**config.mk**
```make
export PLATFORM = sky130hd
export DESIGN_NAME = digit_counter
export DESIGN_NICKNAME = d
export VERILOG_FILES = /design/src/rtl/digit_counter.sv
export SDC_FILE = /design/constraint.sdc
export NUM_CORES = 1
export LEC_CHECK = 0
export BUFFER_PORTS_ARGS = -buffer_cell sky130_fd_sc_hd__buf_2
export CORE_ASPECT_RATIO = 0.5
export CORE_UTILIZATION = 58
export CTS_CLUSTER_DIAMETER = 100
export CTS_CLUSTER_SIZE = 8
export DETAILED_ROUTE_END_ITERATION = 8
export PLACE_DENSITY = 0.87
export SLEW_MARGIN = 20
export SYNTH_ARGS = -nofsm -noshare
export SYNTH_HDL_FRONTEND = slang
export SYNTH_SLANG_ARGS = --single-unit
```
**constraint.sdc**
```tcl
create_clock -name Clk -period 7 [get_ports Clk]
set_clock_uncertainty 0.15 [all_clocks]
set_input_delay 0.35 -clock Clk [delete_from_list [all_inputs] [get_ports Clk]]
set_output_delay 0.35 -clock Clk [all_outputs]
set_load 0.02 [all_outputs]
```
**src/rtl/digit_counter.sv**
```systemverilog
// Multi-digit up/down counter with parallel load, hex or BCD digits,
// wrap or saturate at the ends, and a 7-segment decoder per digit.
module digit_counter #(
    parameter int unsigned DIGITS = 4,
    parameter bit          BCD    = 1'b0,
    parameter bit          SAT    = 1'b0
) (
    input  logic                  Clk,
    input  logic                  Clr,
    input  logic                  En,
    input  logic                  Up,
    input  logic                  Load,
    input  logic [4*DIGITS-1:0]   LoadVal,
    output logic [4*DIGITS-1:0]   Q,
    output logic                  Tc,
    output logic                  Ovf,
    output logic [7*DIGITS-1:0]   HEX
);

    localparam int unsigned   W      = 4 * DIGITS;
    localparam logic [3:0]    DigMax = BCD ? 4'd9 : 4'hF;
    localparam logic [W-1:0]  MaxVal = {DIGITS{DigMax}};

    logic [W-1:0] q_q, q_d;
    logic         ovf_q, ovf_d;
    logic [W-1:0] q_inc, q_dec, load_val;
    logic         inc_carry, dec_borrow;
    logic         at_max, at_zero;

    // Lit-segment mask, bit k = segment k (a=0 .. g=6).
    function automatic logic [6:0] seg_lit(input logic [3:0] v);
        logic [6:0] m;
        case (v)
            4'h0:    m = 7'h3F;
            4'h1:    m = 7'h06;
            4'h2:    m = 7'h5B;
            4'h3:    m = 7'h4F;
            4'h4:    m = 7'h66;
            4'h5:    m = 7'h6D;
            4'h6:    m = 7'h7D;
            4'h7:    m = 7'h07;
            4'h8:    m = 7'h7F;
            4'h9:    m = 7'h67;
            4'hA:    m = 7'h77;
            4'hB:    m = 7'h7C;
            4'hC:    m = 7'h39;
            4'hD:    m = 7'h5E;
            4'hE:    m = 7'h79;
            default: m = 7'h71;
        endcase
        return m;
    endfunction

    assign at_max  = (q_q == MaxVal);
    assign at_zero = (q_q == '0);

    // Digit-wise ripple increment/decrement; all-max wraps to zero and zero to all-max.
    always_comb begin
        q_inc      = q_q;
        q_dec      = q_q;
        inc_carry  = 1'b1;
        dec_borrow = 1'b1;
        for (int d = 0; d < int'(DIGITS); d++) begin
            if (inc_carry) begin
                if (q_q[4*d +: 4] == DigMax) begin
                    q_inc[4*d +: 4] = 4'd0;
                end else begin
                    q_inc[4*d +: 4] = q_q[4*d +: 4] + 4'd1;
                    inc_carry       = 1'b0;
                end
            end
            if (dec_borrow) begin
                if (q_q[4*d +: 4] == 4'd0) begin
                    q_dec[4*d +: 4] = DigMax;
                end else begin
                    q_dec[4*d +: 4] = q_q[4*d +: 4] - 4'd1;
                    dec_borrow      = 1'b0;
                end
            end
        end
    end

    // Load value with BCD nibbles clamped to 9 so Q never holds an invalid digit.
    always_comb begin
        load_val = LoadVal;
        for (int d = 0; d < int'(DIGITS); d++) begin
            if (BCD && (LoadVal[4*d +: 4] > 4'd9)) begin
                load_val[4*d +: 4] = 4'd9;
            end
        end
    end

    // Next-state: load beats count; end-of-range attempts set the sticky flag.
    always_comb begin
        q_d   = q_q;
        ovf_d = ovf_q;
        if (Load) begin
            q_d   = load_val;
            ovf_d = 1'b0;
        end else if (En) begin
            if (Up) begin
                if (at_max) begin
                    ovf_d = 1'b1;
                    if (!SAT) q_d = q_inc;
                end else begin
                    q_d = q_inc;
                end
            end else begin
                if (at_zero) begin
                    ovf_d = 1'b1;
                    if (!SAT) q_d = q_dec;
                end else begin
                    q_d = q_dec;
                end
            end
        end
    end

    // State registers with asynchronous clear.
    always_ff @(posedge Clk or posedge Clr) begin
        if (Clr) begin
            q_q   <= '0;
            ovf_q <= 1'b0;
        end else begin
            q_q   <= q_d;
            ovf_q <= ovf_d;
        end
    end

    // Outputs: registered state plus same-cycle terminal strobe and segment decode.
    always_comb begin
        Q   = q_q;
        Ovf = ovf_q;
        Tc  = En & ~Load & ~Clr & (Up ? at_max : at_zero);
        HEX = '1;
        for (int d = 0; d < int'(DIGITS); d++) begin
            HEX[7*d +: 7] = ~seg_lit(q_q[4*d +: 4]);
        end
    end

endmodule

```
# Word level (Yosys, flattened, before mapping)
# Memories as Yosys holds them, arrays and structs flattened.
# Cells that the tools add are included.
[word_totals]
ff_bits = 17
rom_bits = 448
word_cells = 82
mem_count = 4
[classes]
n_addsub = 8
n_eq_ne = 9
muxes = 33
n_bitwise = 9
n_reduce_logical = 14
[mem_list]
columns = ["memory", "depth", "word_bits", "rd", "rd_ports_with_merged_regs", "wr", "line", "rtl"]
rows = [
  ["(no name shown)", 16, 7, 1, 0, 0, "33", "case (v)"],
  ["(no name shown)", 16, 7, 1, 0, 0, "33", ""],
  ["(no name shown)", 16, 7, 1, 0, 0, "33", ""],
  ["(no name shown)", 16, 7, 1, 0, 0, "33", ""],
]
[op_table]
columns = ["operator", "count"]
rows = [
  ["$mux W4", 14],
  ["$mux W16", 3],
  ["$not A7 Y7", 4],
  ["$add A4 B1 Y4 const B", 4],
  ["$eq A16 B16 Y1 const B", 1],
  ["$eq A4 B4 Y1 const B", 4],
  ["$logic_not A16 Y1", 1],
  ["$logic_not A4 Y1", 4],
  ["$mux W1", 16],
  ["$sub A4 B1 Y4 const B", 4],
  ["$ne A3 B1 Y1 const B", 4],
  ["$reduce_and A3 Y1", 4],
  ["$reduce_bool A3 Y1", 4],
  ["$and A1 B1 Y1", 3],
  ["$not A1 Y1", 2],
  ["$reduce_bool A2 Y1", 1],
]

# Depth between registers and ports, before layout
[depth]
depth_word = 8
depth_mapped = 7
ltp_nobuf = 7

# Worst setup path after synthesis
# OpenSTA, ideal clock, no wires.
[synth_path]
path_type = "register to output"
start = "register q_q[0] (netlist: Q[0])"
end = "output port Tc"
t_arrival_ns = 2.207
slack_ns = 4.293
stages_incl_launch_ff = 8
n_path_buf = 1
cell_sequence = "dfrtp_1 inv_1 ha_1 or3b_1 buf_6 nor4bb_1 o21ai_0 nor3_1"
[synth_via]
elab_chain_len = 3
elab_cells_between_ends = 4
cone_classes = "1 x eq/ne; 1 x mux; 1 x bitwise; 1 x reduce/logical"
[synth_rtl]
columns = ["item", "line", "rtl"]
rows = [
  ["start: declaration", "24", "logic [W-1:0] q_q, q_d;"],
  ["start signal: assignment", "125", "q_q <= q_d;"],
  ["$eq A16 B16 Y1 or $logic_not A16 Y1 (tied branches)", "54, 55", ""],
  ["$mux W1 (*)", "134", "Tc = En & ~Load & ~Clr & (Up ? at_max : at_zero);"],
  ["$and A1 B1 Y1 (*)", "134", ""],
  ["end: declaration", "15", "output logic Tc,"],
]
# Every way passes the cells marked *; elsewhere a longest branch is shown, timed or not.

# Worst setup path after layout
[layout_path]
start = "register q_q[4] (netlist: Q[4])"
end = "output port Tc"
# The elaborated chain is that of the path after synthesis.

==> flow_summary.yaml <==
status:
  run_status: "finished, final reports clean"
sta:
  post-route-period-util: 0.426
  max_freq_mhz: 335
  hold_violations: 0
  maxSlewHeadroom: 0.492
  rsz0062_at_grt: "false"
  slew_viol_final: 0
  layout_min_cycle_time_ns: 2.98
  fin_tns_setup_ns: 0
  worstMarginPinSlew_ns: 0.763
  setup_viol: 0
die:
  rows: 16
  initial_core_util: 0.614
  coreArea_mm2: 0.00396
  dieArea_mm2: 0.00447
  die_x_um: 93.6
  top_level_ports: 67
  dieHeight_um: 47.8
routing:
  firstDrtPassIters: 7
  vias_per_cell: 6.03
  wire_per_inst_um: 14.7
  drt_iter0_markers: 183
  ant_nets: 0
  drc: 0
  vias: 2537
  wirelength_um: 6170
logic_synthesis:
  synth-main-ff-cell: "dfrtp_1"
  synth.distinct_cells: 62
  synth_edf_count: 0
  ys_ff_latch: 17
  syn_nets: 369
  syn_area_mm2: 0.00243
  synth.avg_cell_area_um2: 7.51
  syn_inst: 324
  async_reset_ff_frac: 1.00
  synth_seq_area_share: 0.175
  synth-warning-count: 0
global_routing:
  grt_pass1_wl_um: 9350
  antenna_found_initial: 0
  grt_pass1_vias: 1951
  grt_start_max_net_pins: 40
  grt_usage: 0.265
  grt_overflow: 0
clock_network:
  clk_latency_ns: 0.26
  h-tree-depth: 1
  cts_buffers: 3
  post_cts_buffers: 0
  hold_buffers: 0
  clockBufferDepth: 2
  cts_tree: "yes"
  clk_pin_slew_ns: 0.07
  cts_sinks: 17
  root_buffer: "clkbuf_8"
  cts-resized-gates: 0
finish:
  fin_cells: 421
  drive_above_1_share: 0.223
  diodes: 0
  syn2layout_area_growth_pct: 13.2
  final_cell_mix: "buf_2 (66), nor2_1 (30), a21oi_1 (25)"
  fin_nets: 413
  layout_commonest_cell: "buf_2"
placed_design:
  placed_cells: 417
  gp_congestion: 0.840
  dp_hpwl_um: 4380
  port_buffers: 66
worst_setup_path:
  crit_path_end_kind: "primary output"
  r2r_end: "Q[14]$_DFFE_PP0P_"
  r2r_cells: 6
  cp.required_ns: 6.50
  r2r_slack_ns: 4.50
  worstSetupStartpointType: "flop"
  crit_type: "flop to primary output"
  critPathArrivalTime_ns: 2.48
  reg2reg_from: "Q[0]$_DFFE_PP0P_"
  cp_max_fo: 10
pwr:
  p_per_area_mw_per_mm2: 243
  clkPwrFrac: 0.114
  power.share.combinational: 0.618
  power.internal_w: 0.000322
  p_leak_nw: 1.29
  switchingPower_w: 0.000348
  irDropWorstVdd_mv: 0.139
  switching_share: 0.519
  seq_power_share: 0.268
worst_hold_path:
  hp-class: "input port to asynchronous set/reset pin"
job:
  maxCapViolCount: 0
[power by group through the flow]
stage	combinational [W]	clock, W	sequential, W
after floorplan	0.000319	0	0.000158
after global placement	0.000401	0	0.000176
after detailed placement	0.000409	0	0.000179
after CTS	0.000412	0.0000755	0.000178
after global routing	0.000453	0.0000793	0.000188
final	0.000414	0.0000765	0.000180
[synthesized netlist by cell type (all sizes together), types with 6 or more instances]
library cell,n,share of area
clkbuf,17,0.026
o21ai,19,0.039
nand2b,11,0.028
nor2,30,0.046
o31ai,7,0.022
a31oi,6,0.015
mux2i,7,0.029
nor2b,16,0.041
a21o,6,0.019
buf,10,0.024
nand2,24,0.037
ha,24,0.12
a21oi,25,0.051
nand3,7,0.014
a22o,6,0.022
dfrtp,17,0.17
a211oi,7,0.022
inv,19,0.029
[through the flow]
step / util / cell area, um2 / power [W] / hold WS (ns) / setup slack [ns]
global route: 0.695 / 2750 / 0.000720 / 0.0930 / 3.89
detailed placement: 0.683 / 2710 / 0.000588 / 0.338 / 4.37
CTS: 0.695 / 2750 / 0.000666 / 0.0549 / 4.06
floorplan: - / 2430 / 0.000477 / 0.126 / 4.29
global placement: 0.683 / 2710 / 0.000577 / 0.314 / 4.44
finish: 0.695 / 2750 / 0.000670 / 0.0300 / 4.02
[area by class of cell]
type,count,area [um2]
clock buffer,4,45.0
fill,313,1210
inverter,19,71.3
multi-input combinational,261,1810
sequential,17,425
tap,54,67.6
timing repair buffer,66,330
[sequential cells by signal, summed over array words and instances, names as in the netlist]
register and flops:
Ovf 1, Q 16
[critical path, cell delays in order (launching register included)]
cell	delay, ns
dfrtp_1	0.49
inv_1	0.21
ha_1	0.22
or3b_1	0.52
nor4bb_1	0.32
o21ai_0	0.14
nor3_1	0.14
buf_2	0.19
[cell families after synthesis]
logic type	count (synthesis)	share of synthesized area
and+or+nand+nor	119	0.272
buffers and inverters	46	0.0797
adders and majority gates	24	0.123
DFF	17	0.175
muxes	12	0.0581
AOI/OAI and AO/OA	104	0.285
xor gates and xnor gates	2	0.00720
[layer usage]
metal  wire (um)  vias up  share of wire  global-route usage
li1            -     1269              -                   -
met1        3100     1158           0.50               0.392
met2        2660       94           0.43               0.410
met3         299       16          0.048              0.0238
met4         106        0          0.017               0.102
met5           0        -              0                   0
[how the worst max path moves through the flow]
stage | end | depth (start not counted) | slack, ns | startpoint
final | Tc | 7 | 4.02 | Q[4]$_DFFE_PP0P_
after global routing | Tc | 7 | 3.89 | Q[0]$_DFFE_PP0P_
after CTS | Tc | 7 | 4.06 | Q[4]$_DFFE_PP0P_
after detailed placement | Tc | 7 | 4.37 | Q[4]$_DFFE_PP0P_
after global placement | Tc | 7 | 4.44 | Q[0]$_DFFE_PP0P_
after floorplan | Tc | 7 | 4.29 | Q[0]$_DFFE_PP0P_
(Power assumes the default switching activity.)
